==> config.mk <==
export PLATFORM = sky130hd
export DESIGN_NAME = instr_fetch_buffer
export DESIGN_NICKNAME = d
export VERILOG_FILES = /design/src/rtl/fetch_pkg.sv /design/src/rtl/sync_fifo.sv /design/src/rtl/instr_fetch_buffer.sv
export SDC_FILE = /design/constraint.sdc
export NUM_CORES = 1
export LEC_CHECK = 0
export CAP_MARGIN = 40
export CORE_ASPECT_RATIO = 0.9
export CORE_MARGIN = 3
export CORE_UTILIZATION = 57
export DETAILED_ROUTE_END_ITERATION = 10
export PLACE_DENSITY = 0.84
export SETUP_SLACK_MARGIN = 0.4
export SYNTH_ARGS = -nofsm -noshare
export SYNTH_HDL_FRONTEND = slang
export SYNTH_SLANG_ARGS = --single-unit
==> constraint.sdc <==
create_clock -name clk -period 2.48 [get_ports clk]
set_input_delay 0.744 -clock clk [delete_from_list [all_inputs] [get_ports clk]]
set_output_delay 0.744 -clock clk [all_outputs]
set_load 0.02 [all_outputs]
==> src/rtl/fetch_pkg.sv <==
// Shared fetch-path types.
//   addr_t / bool_t / clock_t : basic scalar typedefs
//   fetch_entry_t             : {pc, instr, misaligned} payload held in fetch buffers
//   inflight_t                : one memory-latency pipe stage {valid, pc, misaligned}
//   NOP_INSTR                 : word substituted for misaligned fetches
package fetch_pkg;

  typedef logic [31:0] addr_t;
  typedef logic        bool_t;
  typedef logic        clock_t;

  localparam int unsigned INSTR_W   = 32;
  localparam logic [31:0] NOP_INSTR = 32'h0000_0013;

  typedef struct packed {
    addr_t              pc;
    logic [INSTR_W-1:0] instr;
    bool_t              misaligned;
  } fetch_entry_t;

  typedef struct packed {
    bool_t valid;
    addr_t pc;
    bool_t misaligned;
  } inflight_t;

  // Instruction fetches must be word aligned.
  function automatic bool_t is_misaligned(input addr_t addr);
    return bool_t'(addr[1:0] != 2'b00);
  endfunction

endpackage

==> src/rtl/sync_fifo.sv <==
// Show-ahead synchronous FIFO of fetch_entry_t.
//   clk, rst_n  : clock, async active-low reset
//   clear       : synchronous empty (drops contents, pointers to 0)
//   push/push_data : write tail
//   pop         : consume head (ignored when empty)
//   head        : current head entry, valid while !empty
//   full/empty/count : occupancy status
// Simultaneous push and pop is legal at any occupancy, including full.
module sync_fifo
  import fetch_pkg::*;
#(
  parameter  int unsigned DEPTH = 4,
  localparam int unsigned PTR_W = $clog2(DEPTH),
  localparam int unsigned CNT_W = $clog2(DEPTH + 1)
) (
  input  logic             clk,
  input  logic             rst_n,
  input  logic             clear,
  input  logic             push,
  input  fetch_entry_t     push_data,
  input  logic             pop,
  output fetch_entry_t     head,
  output logic             full,
  output logic             empty,
  output logic [CNT_W-1:0] count
);

  fetch_entry_t     mem_q [DEPTH];
  logic [PTR_W-1:0] wr_ptr_q;
  logic [PTR_W-1:0] rd_ptr_q;
  logic [CNT_W-1:0] count_q;
  logic             do_push;
  logic             do_pop;

  assign full    = (count_q == CNT_W'(DEPTH));
  assign empty   = (count_q == '0);
  assign count   = count_q;
  assign head    = mem_q[rd_ptr_q];
  assign do_pop  = pop & ~empty;
  // At full a same-cycle pop frees the slot being written.
  assign do_push = push & (~full | do_pop);

  // Storage; reset to zero so the head reads 0 before first write.
  always_ff @(posedge clk or negedge rst_n) begin
    if (!rst_n) begin
      for (int i = 0; i < int'(DEPTH); i++) mem_q[i] <= '0;
    end else if (do_push) begin
      mem_q[wr_ptr_q] <= push_data;
    end
  end

  // Pointers and count; power-of-two depth lets the pointers wrap naturally.
  always_ff @(posedge clk or negedge rst_n) begin
    if (!rst_n) begin
      wr_ptr_q <= '0;
      rd_ptr_q <= '0;
      count_q  <= '0;
    end else if (clear) begin
      wr_ptr_q <= '0;
      rd_ptr_q <= '0;
      count_q  <= '0;
    end else begin
      wr_ptr_q <= wr_ptr_q + PTR_W'(do_push);
      rd_ptr_q <= rd_ptr_q + PTR_W'(do_pop);
      count_q  <= count_q + CNT_W'(do_push) - CNT_W'(do_pop);
    end
  end

  a_no_overflow : assert property (@(posedge clk) disable iff (!rst_n)
                                   !(push && full && !pop))
    else $error("sync_fifo: push while full");

endmodule

==> src/rtl/instr_fetch_buffer.sv <==
// Fetch buffer between the PC stage and decode.
//   clk, rst_n          : clock, async active-low reset
//   req_valid/req_addr/req_ready : fetch address handshake from the PC stage
//   flush               : taken jump, kills in-flight and buffered fetches
//   mem_req/mem_addr    : read strobe/address to fixed-latency instruction memory
//   mem_rdata           : instruction word, MEM_LATENCY cycles after mem_req
//   instr_valid/instr/instr_pc/instr_misaligned : show-ahead head to decode
//   decode_ready        : decode consumes the head this cycle
module instr_fetch_buffer #(
  parameter int unsigned DEPTH       = 4,
  parameter int unsigned MEM_LATENCY = 1,
  parameter logic [31:0] NOP_INSTR   = 32'h0000_0013
) (
  input  logic        clk,
  input  logic        rst_n,
  input  logic        req_valid,
  input  logic [31:0] req_addr,
  output logic        req_ready,
  input  logic        flush,
  output logic        mem_req,
  output logic [31:0] mem_addr,
  input  logic [31:0] mem_rdata,
  output logic        instr_valid,
  output logic [31:0] instr,
  output logic [31:0] instr_pc,
  output logic        instr_misaligned,
  input  logic        decode_ready
);

  import fetch_pkg::*;

  localparam int unsigned CNT_W = $clog2(DEPTH + 1);

  inflight_t        pipe_q [MEM_LATENCY];
  fetch_entry_t     push_entry;
  fetch_entry_t     head;
  fetch_entry_t     hold_q;
  fetch_entry_t     out_entry;
  logic             req_mis;
  logic             accept;
  logic             fifo_push;
  logic             fifo_pop;
  logic             fifo_full;
  logic             fifo_empty;
  logic [CNT_W-1:0] fifo_count;
  logic [CNT_W-1:0] inflight_count;
  logic [CNT_W-1:0] occupancy;

  // Credit check: a pop this cycle does not return its credit until next cycle.
  assign req_mis   = is_misaligned(req_addr);
  assign req_ready = rst_n & ~flush & (occupancy < CNT_W'(DEPTH));
  assign accept    = req_valid & req_ready;
  assign mem_req   = accept & ~req_mis;
  assign mem_addr  = req_addr;

  // In-flight occupancy; bounded by DEPTH through the credit check.
  always_comb begin
    inflight_count = '0;
    for (int i = 0; i < int'(MEM_LATENCY); i++) begin
      inflight_count = inflight_count + CNT_W'(pipe_q[i].valid);
    end
  end

  assign occupancy = inflight_count + fifo_count;

  // Memory-latency shadow pipe; flush and reset kill everything in it.
  always_ff @(posedge clk or negedge rst_n) begin
    if (!rst_n) begin
      for (int i = 0; i < int'(MEM_LATENCY); i++) pipe_q[i] <= '0;
    end else if (flush) begin
      for (int i = 0; i < int'(MEM_LATENCY); i++) pipe_q[i] <= '0;
    end else begin
      pipe_q[0] <= '{valid: accept, pc: req_addr, misaligned: req_mis};
      for (int i = 1; i < int'(MEM_LATENCY); i++) pipe_q[i] <= pipe_q[i-1];
    end
  end

  // Last pipe stage lines up with mem_rdata for its request.
  always_comb begin
    push_entry            = '0;
    push_entry.pc         = pipe_q[MEM_LATENCY-1].pc;
    push_entry.misaligned = pipe_q[MEM_LATENCY-1].misaligned;
    push_entry.instr      = pipe_q[MEM_LATENCY-1].misaligned ? NOP_INSTR : mem_rdata;
  end

  assign fifo_push = pipe_q[MEM_LATENCY-1].valid & ~flush;
  assign fifo_pop  = ~fifo_empty & decode_ready & ~flush;

  sync_fifo #(
    .DEPTH (DEPTH)
  ) u_fifo (
    .clk       (clk),
    .rst_n     (rst_n),
    .clear     (flush),
    .push      (fifo_push),
    .push_data (push_entry),
    .pop       (fifo_pop),
    .head      (head),
    .full      (fifo_full),
    .empty     (fifo_empty),
    .count     (fifo_count)
  );

  // Keeps the last presented head so outputs hold steady while empty.
  always_ff @(posedge clk or negedge rst_n) begin
    if (!rst_n) begin
      hold_q <= '0;
    end else if (!fifo_empty) begin
      hold_q <= head;
    end
  end

  assign out_entry        = fifo_empty ? hold_q : head;
  assign instr_valid      = ~fifo_empty;
  assign instr            = out_entry.instr;
  assign instr_pc         = out_entry.pc;
  assign instr_misaligned = out_entry.misaligned;

  // Full status is covered by the FIFO's own overflow assertion.
  logic unused_full;
  assign unused_full = fifo_full;

endmodule

==> metrics <==
setup slack of the most critical reg-to-reg path=0.07 ns; number of antenna violations at the first check in global routing=0; antenna cell count=0; max-cap violations=0; reg2reg path depth=11; Net count, final=roughly 1400; violations in the final reports=setup timing; compound-cell area share of the yosys netlist=less than 1%; Placeable Area=27100 sq um; commonest non-fill, non-tap cells in the layout=364 x dfrtp_1, 138 x mux2_2, 122 x mux2_4; ratio of cells with drive above 1 in the final layout=55.8%; multi-input combinational cell area=around 6700 sq um; Internal Pwr Total=between 0.01 and 0.015 W; Fill cells=between 1000 and 1500; share of power burned in combinational logic=between 30% and 40%; sequential cell fraction of total power=34.9%; HPWL Detailed=21400 um; Sink Count=~370; register cell area after layout=about 9200 sq um; final max-slew violation count=0; routed wirelength normalized by instance count=23.8 um; global-route wire length before repair=approximately 56000 um; Max-Slew Margin vs Limit=between 40 and 50%; Avg Inst Size Synth=14.5 sq um; Clock Path Buffers=3; slew at the pin closest to its max-slew limit=approximately 0.83 ns; type of destination of the critical path=output port; clock root buffer=clkbuf_16; detailed-route via count=between 9000 and 10000; IO buf count=approximately 170; horizontal extent of the die=around 180 um; switching part of the total power=~32%; Final WS setup=-0.507 ns; Syn Inst Count=about 1100; antenna-violating nets left=0; Critical Path Start Type=flip-flop; largest incremental delay on the critical path=approximately 0.54 ns; post-synthesis adder-cell area fraction=0.365%; maximum frequency from static timing analysis=0.335 GHz; number of synthesized register bits=around 370; sequential element share of the synthesized area=between 50 and 60%; Max VDD drop=0.000810 V; Period minus WS final=~3.0 ns; clock transition at the registers of the reported paths=about 0.070 ns; number of library cell types mapped by synthesis=31; first element of the critical path=u_fifo.rd_ptr_q[0]$_DFF_PN0_; final hold violations=0; worst path cell trace=buf_6 > buf_12 > buf_12 > mux4_2 > nand2_2 > nand2_2 > buf_6; residual DRC count=0; Post-synth EDFFs=0; Synth warnings=0; post-synthesis mux area share=29.1%; critical path peak fanout=6; switching pwr=between 0.006 and 0.007 W; drt first pass iters=5; final weighted congestion of routability-driven global placement=around 0.74; Post-synth ARST share=100%; highest-delay cell along the critical path=dfrtp_4; run status=finished, violations left; synthesized-area fraction occupied by and/or/nand/nor cells=under 10%; Layout Area Growth over Synthesis=34.0%; H-tree level count=2; worst hold slack=0.215 ns; Critical Path RT=about 1.7 ns; final core area utilization=between 70% and 80%; largest family of logic cells by synthesized area=multiplexers; CTS tree=done; final worst clock skew=between 0.02 and 0.03 ns; post-detailed-route via-to-cell ratio=between 5 and 6; die footprint=between 20000 and 30000 sq um; wire length reported by the detailed router=40500 um; unrepaired setup endpoints after global routing=yes; number of rows in the core area=57; worst r2r src=u_fifo.count[1]$_DFF_PN0_; predominant post-synthesis flop cell=dfrtp_1; xor/xnor cell area share of the yosys netlist=less than 1%; residual overflow from global routing=0; Worst-Skew Late Latency=roughly 0.53 ns; classification of the worst setup path=reg2out; reg-to-reg critical path endpoint=u_fifo.count[2]$_DFF_PN0_; class of the tightest hold or removal check=in2async; number of global-route vias before repair=about 10000; Setup violations, final=67; Net Count, Synth=roughly 1200; violation count after the first detailed-route iteration=slightly above 600; mapped cell area=between 15000 and 20000 sq um; TritonCTS buffer count=38; total leakage power=10.3 nW; Die Y-Extent=between 150 and 200 um; placed inst area=between 15000 and 20000 sq um; arrival time of data at the critical path endpoint=2.24 ns; Overall Global Routing Usage=a little under a quarter; fraction of power consumed by the clock network=around 28%; cell area after layout=21100 sq um; maximum number of pins on one net before global-route repair=150; final worst path period share=120%; total I/O pin count=around 170; initial cell density of the core=roughly three fifths; most common library cell in the layout ignoring fill and taps=dfrtp_1; total power density per cell area=1010 nW/um^2
## area by class of cell
class	count	share of cell area, %
clock buffer	54	5.36
inverter	3	0.113
timing repair buffer	291	16.7
clock inverter	12	0.676
multi-input combinational	622	31.6
tap	354	2.10
sequential	366	43.4
## stage by stage
step,power [W],setup slack [ns],instances,setup TNS (ns)
final,0.0212,-0.507,1702,-24.90
after global routing,0.0221,-0.554,1702,-28.46
after CTS,0.0196,-0.534,1657,-26.58
after detailed placement,0.0138,-0.385,1579,-80.58
after global placement,0.0136,-0.333,1578,-66.66
after floorplan,0.0111,0.328,1086,0
## critical path: cells and delay by family, from the launching register on
family,cells,cell delay (ns)
buffers and inverters,4,0.55
DFF,1,0.54
muxes,1,0.45
and+or+nand+nor,2,0.17
## state kept, by name (all words and copies together), names as in the netlist
name and flops:
u_fifo.wr_ptr_q 2, u_fifo.mem_q 260, u_fifo.count 3, pipe_q 34
u_fifo.rd_ptr_q 2, hold_q 65
## what timing repair did
item                                   CTS  global route
pin swaps                                4            92
gates cloned                             4            14
endpoints found under the hold margin    0             0
hold buffers                             0             0
setup endpoints to repair              357           312
setup buffers                            8            31
resized for setup                      526           292
## per-layer routing
metal / part of all wire (%) / GRT usage, % / vias to the layer above
met4: 3.1 / 6.47 / 0
met2: 51 / 40.8 / 344
met5: 0 / 0 / -
met1: 41 / 32.1 / 5169
li1: - / - / 4200
met3: 5.1 / 3.99 / 104
## cells by family (layout without fill, tap and decap cells)
group,Yosys count,count (layout)
compound gates,3,3
buf+inv,98,360
fa+ha+maj,4,4
simple gates,287,287
flops,366,366
mux,325,325
xor+xnor,3,3
## worst max path at each step
stage / end / slack [ns] / depth (start not counted)
floorplan: instr[14] / 0.33 / 6
global placement: u_fifo.count[2]$_DFF_PN0_ / -0.33 / 9
detailed placement: u_fifo.count[2]$_DFF_PN0_ / -0.39 / 9
CTS: instr[27] / -0.53 / 6
global route: instr[4] / -0.55 / 7
finish: instr[4] / -0.51 / 7
## synth_stat cells, types with 2 or more instances
library cell  instances  area share, %
mux2_2              210             15
or2_2                 4           0.16
clkbuf_1             23           0.55
buf_2                19           0.60
nand2_1             197            4.7
nor3_1                3          0.095
inv_1                 3          0.071
mux2_4               50            4.8
buf_6                 6           0.43
mux4_2               65            9.3
buf_1                 5           0.12
nor2b_1              64            2.5
buf_4                42            2.0
dfrtp_1             366             58
xnor2_1               2           0.11
and2_1                2          0.079
nor2_1                7           0.17
ha_1                  3           0.24
nand2b_1              3           0.12
## power by group through the flow
stage	combinational [W]	sequential, W	clock, W
after floorplan	0.00381	0.00727	0
after global placement	0.00626	0.00737	0
after detailed placement	0.00641	0.00742	0
after CTS	0.00643	0.00735	0.00587
after global routing	0.00844	0.00749	0.00618
final	0.00798	0.00741	0.00584
Power figures use the tool's default switching activity.
